[src/rtl/muldiv_pkg.sv]
// Shared definitions for the Mult/Div sequencer slice.
//   muldiv_state_t      : sequencer FSM states
//   SEL_DIV / SEL_MULT  : DivMultHigh/Low mux select encodings
//   MAX_CYCLES_DEFAULT  : default watchdog limit (launch to unit done)
package muldiv_pkg;

  typedef enum logic [2:0] {
    IDLE,
    LAUNCH,
    M_RUN,
    D_RUN,
    WB
  } muldiv_state_t;

  localparam logic SEL_DIV  = 1'b0;
  localparam logic SEL_MULT = 1'b1;

  localparam int MAX_CYCLES_DEFAULT = 40;

endpackage

[src/rtl/muldiv_watchdog.sv]
// Watchdog up-counter for the sequencer.
// Ports:
//   clock   in  system clock, rising edge
//   reset   in  asynchronous active-high reset
//   clear   in  synchronous clear to zero (wins over enable)
//   enable  in  count one step this cycle
//   expired out count has reached MAX_CYCLES-1
module muldiv_watchdog
  import muldiv_pkg::*;
#(
  parameter int MAX_CYCLES = MAX_CYCLES_DEFAULT,
  parameter int CNT_W      = 6
) (
  input  logic clock,
  input  logic reset,
  input  logic clear,
  input  logic enable,
  output logic expired
);

  localparam logic [CNT_W-1:0] LIMIT = CNT_W'(MAX_CYCLES - 1);

  logic [CNT_W-1:0] count;

  always_ff @(posedge clock or posedge reset) begin
    if (reset) begin
      count <= '0;
    end else if (clear) begin
      count <= '0;
    end else if (enable) begin
      count <= count + 1'b1;
    end
  end

  assign expired = (count == LIMIT);

endmodule

[src/rtl/muldiv_sequencer.sv]
// Sequences the multicycle Mult and Div units for the main control FSM:
// launches the selected unit, waits for its completion, drives the
// DivMultHigh/Low select and High/Low writes, and reports divide-by-zero,
// watchdog timeout and protocol misuse. All outputs are registered.
// Ports:
//   clock, reset             clock and asynchronous active-high reset
//   start_mult, start_div    1-cycle requests from control
//   op_b                     divisor, sampled with start_div
//   abort                    flush; cancels any operation in flight
//   mult_done, div_done      unit result valid
//   mult_start, div_start    1-cycle unit launch pulses
//   unit_clear               1-cycle clear to both units (abort/timeout)
//   muldiv_sel               result mux select: 0=Div, 1=Mult
//   hi_write, lo_write, done writeback strobes (1 cycle)
//   busy                     operation in flight
//   div_zero_exc, timeout, seq_err  1-cycle error pulses
module muldiv_sequencer
  import muldiv_pkg::*;
#(
  parameter int MAX_CYCLES = MAX_CYCLES_DEFAULT,
  parameter int CNT_W      = 6
) (
  input  logic        clock,
  input  logic        reset,
  input  logic        start_mult,
  input  logic        start_div,
  input  logic [31:0] op_b,
  input  logic        abort,
  input  logic        mult_done,
  input  logic        div_done,
  output logic        mult_start,
  output logic        div_start,
  output logic        unit_clear,
  output logic        muldiv_sel,
  output logic        hi_write,
  output logic        lo_write,
  output logic        busy,
  output logic        done,
  output logic        div_zero_exc,
  output logic        timeout,
  output logic        seq_err
);

  muldiv_state_t state;
  logic          expired;
  logic          any_start;
  logic          unit_done;

  assign any_start = start_mult | start_div;
  // Only the unit actually launched can complete the operation.
  assign unit_done = (state == M_RUN) ? mult_done : div_done;

  // Counter sits at zero while idle and counts from the launch cycle, so
  // expiry lands MAX_CYCLES-1 cycles after the start pulse.
  muldiv_watchdog #(
    .MAX_CYCLES(MAX_CYCLES),
    .CNT_W     (CNT_W)
  ) u_watchdog (
    .clock  (clock),
    .reset  (reset),
    .clear  (state == IDLE),
    .enable ((state == LAUNCH) || (state == M_RUN) || (state == D_RUN)),
    .expired(expired)
  );

  always_ff @(posedge clock or posedge reset) begin
    if (reset) begin
      state        <= IDLE;
      mult_start   <= 1'b0;
      div_start    <= 1'b0;
      unit_clear   <= 1'b0;
      muldiv_sel   <= SEL_DIV;
      hi_write     <= 1'b0;
      lo_write     <= 1'b0;
      busy         <= 1'b0;
      done         <= 1'b0;
      div_zero_exc <= 1'b0;
      timeout      <= 1'b0;
      seq_err      <= 1'b0;
    end else begin
      mult_start   <= 1'b0;
      div_start    <= 1'b0;
      unit_clear   <= 1'b0;
      hi_write     <= 1'b0;
      lo_write     <= 1'b0;
      done         <= 1'b0;
      div_zero_exc <= 1'b0;
      timeout      <= 1'b0;
      seq_err      <= 1'b0;

      if (abort) begin
        // Abort overrides everything, including a completion or request
        // sampled this cycle, so no writeback can follow it.
        state      <= IDLE;
        busy       <= 1'b0;
        unit_clear <= (state != IDLE);
      end else begin
        case (state)
          IDLE: begin
            if (start_mult && start_div) begin
              seq_err <= 1'b1;
            end else if (start_mult) begin
              state      <= LAUNCH;
              mult_start <= 1'b1;
              muldiv_sel <= SEL_MULT;
              busy       <= 1'b1;
            end else if (start_div) begin
              if (op_b == 32'd0) begin
                div_zero_exc <= 1'b1;
              end else begin
                state      <= LAUNCH;
                div_start  <= 1'b1;
                muldiv_sel <= SEL_DIV;
                busy       <= 1'b1;
              end
            end
          end
          LAUNCH: begin
            // The latched select remembers which unit was launched.
            if (muldiv_sel == SEL_MULT) begin
              state <= M_RUN;
            end else begin
              state <= D_RUN;
            end
            seq_err <= any_start;
          end
          M_RUN, D_RUN: begin
            if (unit_done) begin
              state    <= WB;
              hi_write <= 1'b1;
              lo_write <= 1'b1;
              done     <= 1'b1;
              seq_err  <= any_start;
            end else if (expired) begin
              // Timeout outranks a stray request in the same cycle.
              state      <= IDLE;
              busy       <= 1'b0;
              timeout    <= 1'b1;
              unit_clear <= 1'b1;
            end else begin
              seq_err <= any_start;
            end
          end
          WB: begin
            state   <= IDLE;
            busy    <= 1'b0;
            seq_err <= any_start;
          end
          default: begin
            state <= IDLE;
            busy  <= 1'b0;
          end
        endcase
      end
    end
  end

endmodule
[config.mk]
export PLATFORM = sky130hd
export DESIGN_NAME = muldiv_sequencer
export DESIGN_NICKNAME = d
export VERILOG_FILES = /design/src/rtl/muldiv_pkg.sv /design/src/rtl/muldiv_watchdog.sv /design/src/rtl/muldiv_sequencer.sv
export SDC_FILE = /design/constraint.sdc
export NUM_CORES = 1
export LEC_CHECK = 0
export ABC_AREA = 1
export BUFFER_PORTS_ARGS = -buffer_cell sky130_fd_sc_hd__buf_2
export CORE_ASPECT_RATIO = 0.6
export CORE_MARGIN = 2
export CORE_UTILIZATION = 42
export DETAILED_ROUTE_END_ITERATION = 8
export PLACE_DENSITY = 0.76
export SETUP_SLACK_MARGIN = 0.15
export SYNTH_ARGS = -nofsm -noshare
export SYNTH_HDL_FRONTEND = slang
export SYNTH_SLANG_ARGS = --single-unit
[constraint.sdc]
create_clock -name clock -period 1.3 [get_ports clock]
set_clock_uncertainty 0.2 [all_clocks]
set_input_delay 0.26 -clock clock [delete_from_list [all_inputs] [get_ports clock]]
set_output_delay 0.26 -clock clock [all_outputs]
set_load 0.02 [all_outputs]
==> results.sh <==
export IMPL_min_path_type="input port to register"
export IMPL_ys_async_sr_fraction=1.000
export IMPL_clock_path_buffers=2
export IMPL_routed_via_density=5.480
export IMPL_vias=1496
export IMPL_grt_max_degree=19
export IMPL_finalCritPeriodShare=1.244
export IMPL_dpl_cell_area_um2=1555
export IMPL_wirelength_um=4898
export IMPL_row_count=14
export IMPL_yosysSeqAreaShare=0.4063
export IMPL_syn_mean_instance_area_um2=7.293
export IMPL_drive_gt1_frac=0.5975
export IMPL_synth_fa_ha_area_frac=0.01129
export IMPL_final_area_um2=2027
export IMPL_timing_fmax_mhz=618.6
export IMPL_diodes=0
export IMPL_finalWorstSetupSlack_ns=-0.3166
export IMPL_layout_commonest_cell="buf_2"
export IMPL_cp_required_ns=1.26
export IMPL_gp_congestion=0.7843
export IMPL_grt_pass1_vias=1303
export IMPL_muxShareOfSynthArea=0
export IMPL_cts_made_buffers=3
export IMPL_ys_types=26
export IMPL_tightest_slew_ns=0.3486
export IMPL_overflow=0
export IMPL_syn_to_final_growth_pct=82.84
export IMPL_crit_type="register to register"
export IMPL_die_x_um=70.33
export IMPL_coreArea_um2=2505
export IMPL_die_area_um2=3080
export IMPL_power_static_leakage_nw=1.062
export IMPL_cts_tree="built"
export IMPL_relSlewSlack=0.7676
export IMPL_crit_arrival_ns=1.58
export IMPL_cts_htree_levels=1
export IMPL_synth_compound_area_frac=0.06998
export IMPL_ir_worst_vdd_mv=0.8646
export IMPL_cp_end_kind="register"
export IMPL_total_power_w=0.003292
export IMPL_first_iter_violations=184
export IMPL_finalHoldViolCount=0
export IMPL_yosys_warnings=0
export IMPL_syn_cell_area_um2=1109
export IMPL_clk_pin_slew_worst_paths_ns=0.07
export IMPL_cts_root_buf="clkbuf_8"
export IMPL_synth_ff_type="dfrtp_1"
export IMPL_dr_pass1_iters=5
export IMPL_synth_cells=152
export IMPL_drc=0
export IMPL_fillCellCount=140
export IMPL_synth_top_family_by_area="simple AND/OR/NAND/NOR gates"
export IMPL_dpl_hpwl_um=2414
export IMPL_portBuffers=49
export IMPL_final_cell_mix="38 x buf_2, 25 x buf_4, 24 x nand2_1, 24 x nor2_1, 21 x buf_6"
export IMPL_syn_num_nets=192
export IMPL_cap_violations=0
export IMPL_grt_pass1_wl_um=5899
export IMPL_rsz0062_at_grt="true"
export IMPL_routedWlPerCell_um=17.94
export IMPL_status="finished, violations left"
export IMPL_clock_sinks=18
export IMPL_setup_viol=18
export IMPL_ys_seq_elements=18
export IMPL_io_pins=50
export IMPL_antenna_found_initial=0
export IMPL_final_antenna_net_count=0
export IMPL_start_util=0.4426
export IMPL_slew_viol_final=0
export IMPL_synth_simple_area_share=0.4052
export IMPL_clk_latency_ns=0.27
export IMPL_startpoint_type="register"
export IMPL_synth_edf_count=0
export IMPL_worstPathMaxFanout=3
export IMPL_die_h_um=43.80
export IMPL_power_density_nw_per_um2=1624
export IMPL_post_route_min_period_ns=1.617
export IMPL_nets=282
export IMPL_violations="setup timing"
export IMPL_gr_usage_all_layers=0.2470
export IMPL_synth_xor_area_frac=0
-- power breakdown --
| part | internal (W) | total [W] | switching, W | leakage [nW] |
|---|---|---|---|---|
| registers | 0.000685 | 0.000806 | 0.000121 | 0.237 |
| logic | 0.00101 | 0.00200 | 0.000993 | 0.796 |
| clock network | 0.000270 | 0.000482 | 0.000212 | 0.0288 |
-- final timing paths --
path	start	to	slack, ns	depth (start not counted)
max	u_watchdog.count[0]	busy	-0.32	10
min	start_div	div_start	0.09	3
max reg2reg	u_watchdog.count[0]	busy	-0.32	10
min reg2reg	busy	busy	0.34	2
max in group asynchronous	reset	state[2]	0.31	4
min in group asynchronous	reset	u_watchdog.count[5]	0.37	4
-- synthesized netlist by cell type (2+ instances only) --
| library cell | count | area share |
|---|---|---|
| a21oi_1 | 6 | 0.027 |
| buf_4 | 2 | 0.014 |
| dfrtp_1 | 18 | 0.41 |
| inv_1 | 20 | 0.068 |
| inv_2 | 3 | 0.010 |
| nand2_1 | 31 | 0.10 |
| nand2_2 | 4 | 0.023 |
| nand3_1 | 8 | 0.036 |
| nand4_1 | 5 | 0.028 |
| nor2_1 | 28 | 0.095 |
| nor2_2 | 3 | 0.017 |
| nor2_4 | 4 | 0.041 |
| nor3_1 | 2 | 0.0090 |
| o21ai_0 | 6 | 0.027 |
-- worst max-delay path: stages (launching register included) --
cell	delay (ns)
dfrtp_1	0.37
ha_2	0.19
nand2_2	0.06
nor2_2	0.12
nand2_1	0.08
nand2_2	0.09
nand2_1	0.07
nor2_1	0.13
nand3_2	0.08
nand2_1	0.06
nand2_1	0.05
-- cell families after synthesis --
logic type | Yosys count
DFF | 18
AOI/OAI and AO/OA | 15
adders and majority gates | 1
and+or+nand+nor | 91
buffers and inverters | 27
-- area by class of cell --
| cell class | count | area [um^2] | share of cell area |
|---|---|---|---|
| Sequential cell | 18 | 454.2 | 0.2241 |
| Timing Repair Buffer | 88 | 679.4 | 0.3352 |
| Multi-Input combinational cell | 107 | 693.2 | 0.3420 |
| Inverter | 24 | 105.1 | 0.05185 |
| Tap cell | 32 | 40.04 | 0.01975 |
| Clock buffer | 4 | 55.05 | 0.02716 |
-- registers in the layout, summed over array words and instances, names as in the netlist --
signal and flops:
div_zero_exc 1, seq_err 1, timeout 1, muldiv_sel 1
state 3, unit_clear 1, done 1, busy 1
u_watchdog.count 6, mult_start 1, div_start 1
-- repair_timing --
| item | 4_1_cts | 5_1_grt |
|---|---|---|
| setup buffers | 5 | 12 |
| hold buffers | 1 | 0 |
| resized for setup | 43 | 35 |
| pin swaps | 13 | 19 |
| endpoints found under the hold margin | 18 | 0 |
| setup endpoints to repair | 29 | 29 |
-- metrics by stage --
step	instances	setup slack, ns	hold slack (ns)	util	TNS, ns
after floorplan	152	-0.1115	-0.001567	-	-0.3501
after global placement	251	-0.1905	0.08887	0.6209	-1.174
after detailed placement	251	-0.2419	0.09205	0.6209	-1.592
after CTS	261	-0.2264	0.09469	0.7148	-1.415
after global routing	273	-0.4181	0.08827	0.8092	-4.309
final	273	-0.3166	0.09107	0.8092	-3.509
-- layer usage --
layer | track usage | wire (um) | share of wire
met1 | 0.3469 | 1963 | 0.40
met2 | 0.4208 | 2192 | 0.45
met3 | 0.04419 | 470 | 0.096
met4 | 0.02308 | 271 | 0.055
met5 | 0 | 0 | 0
(Power assumes the default switching activity.)
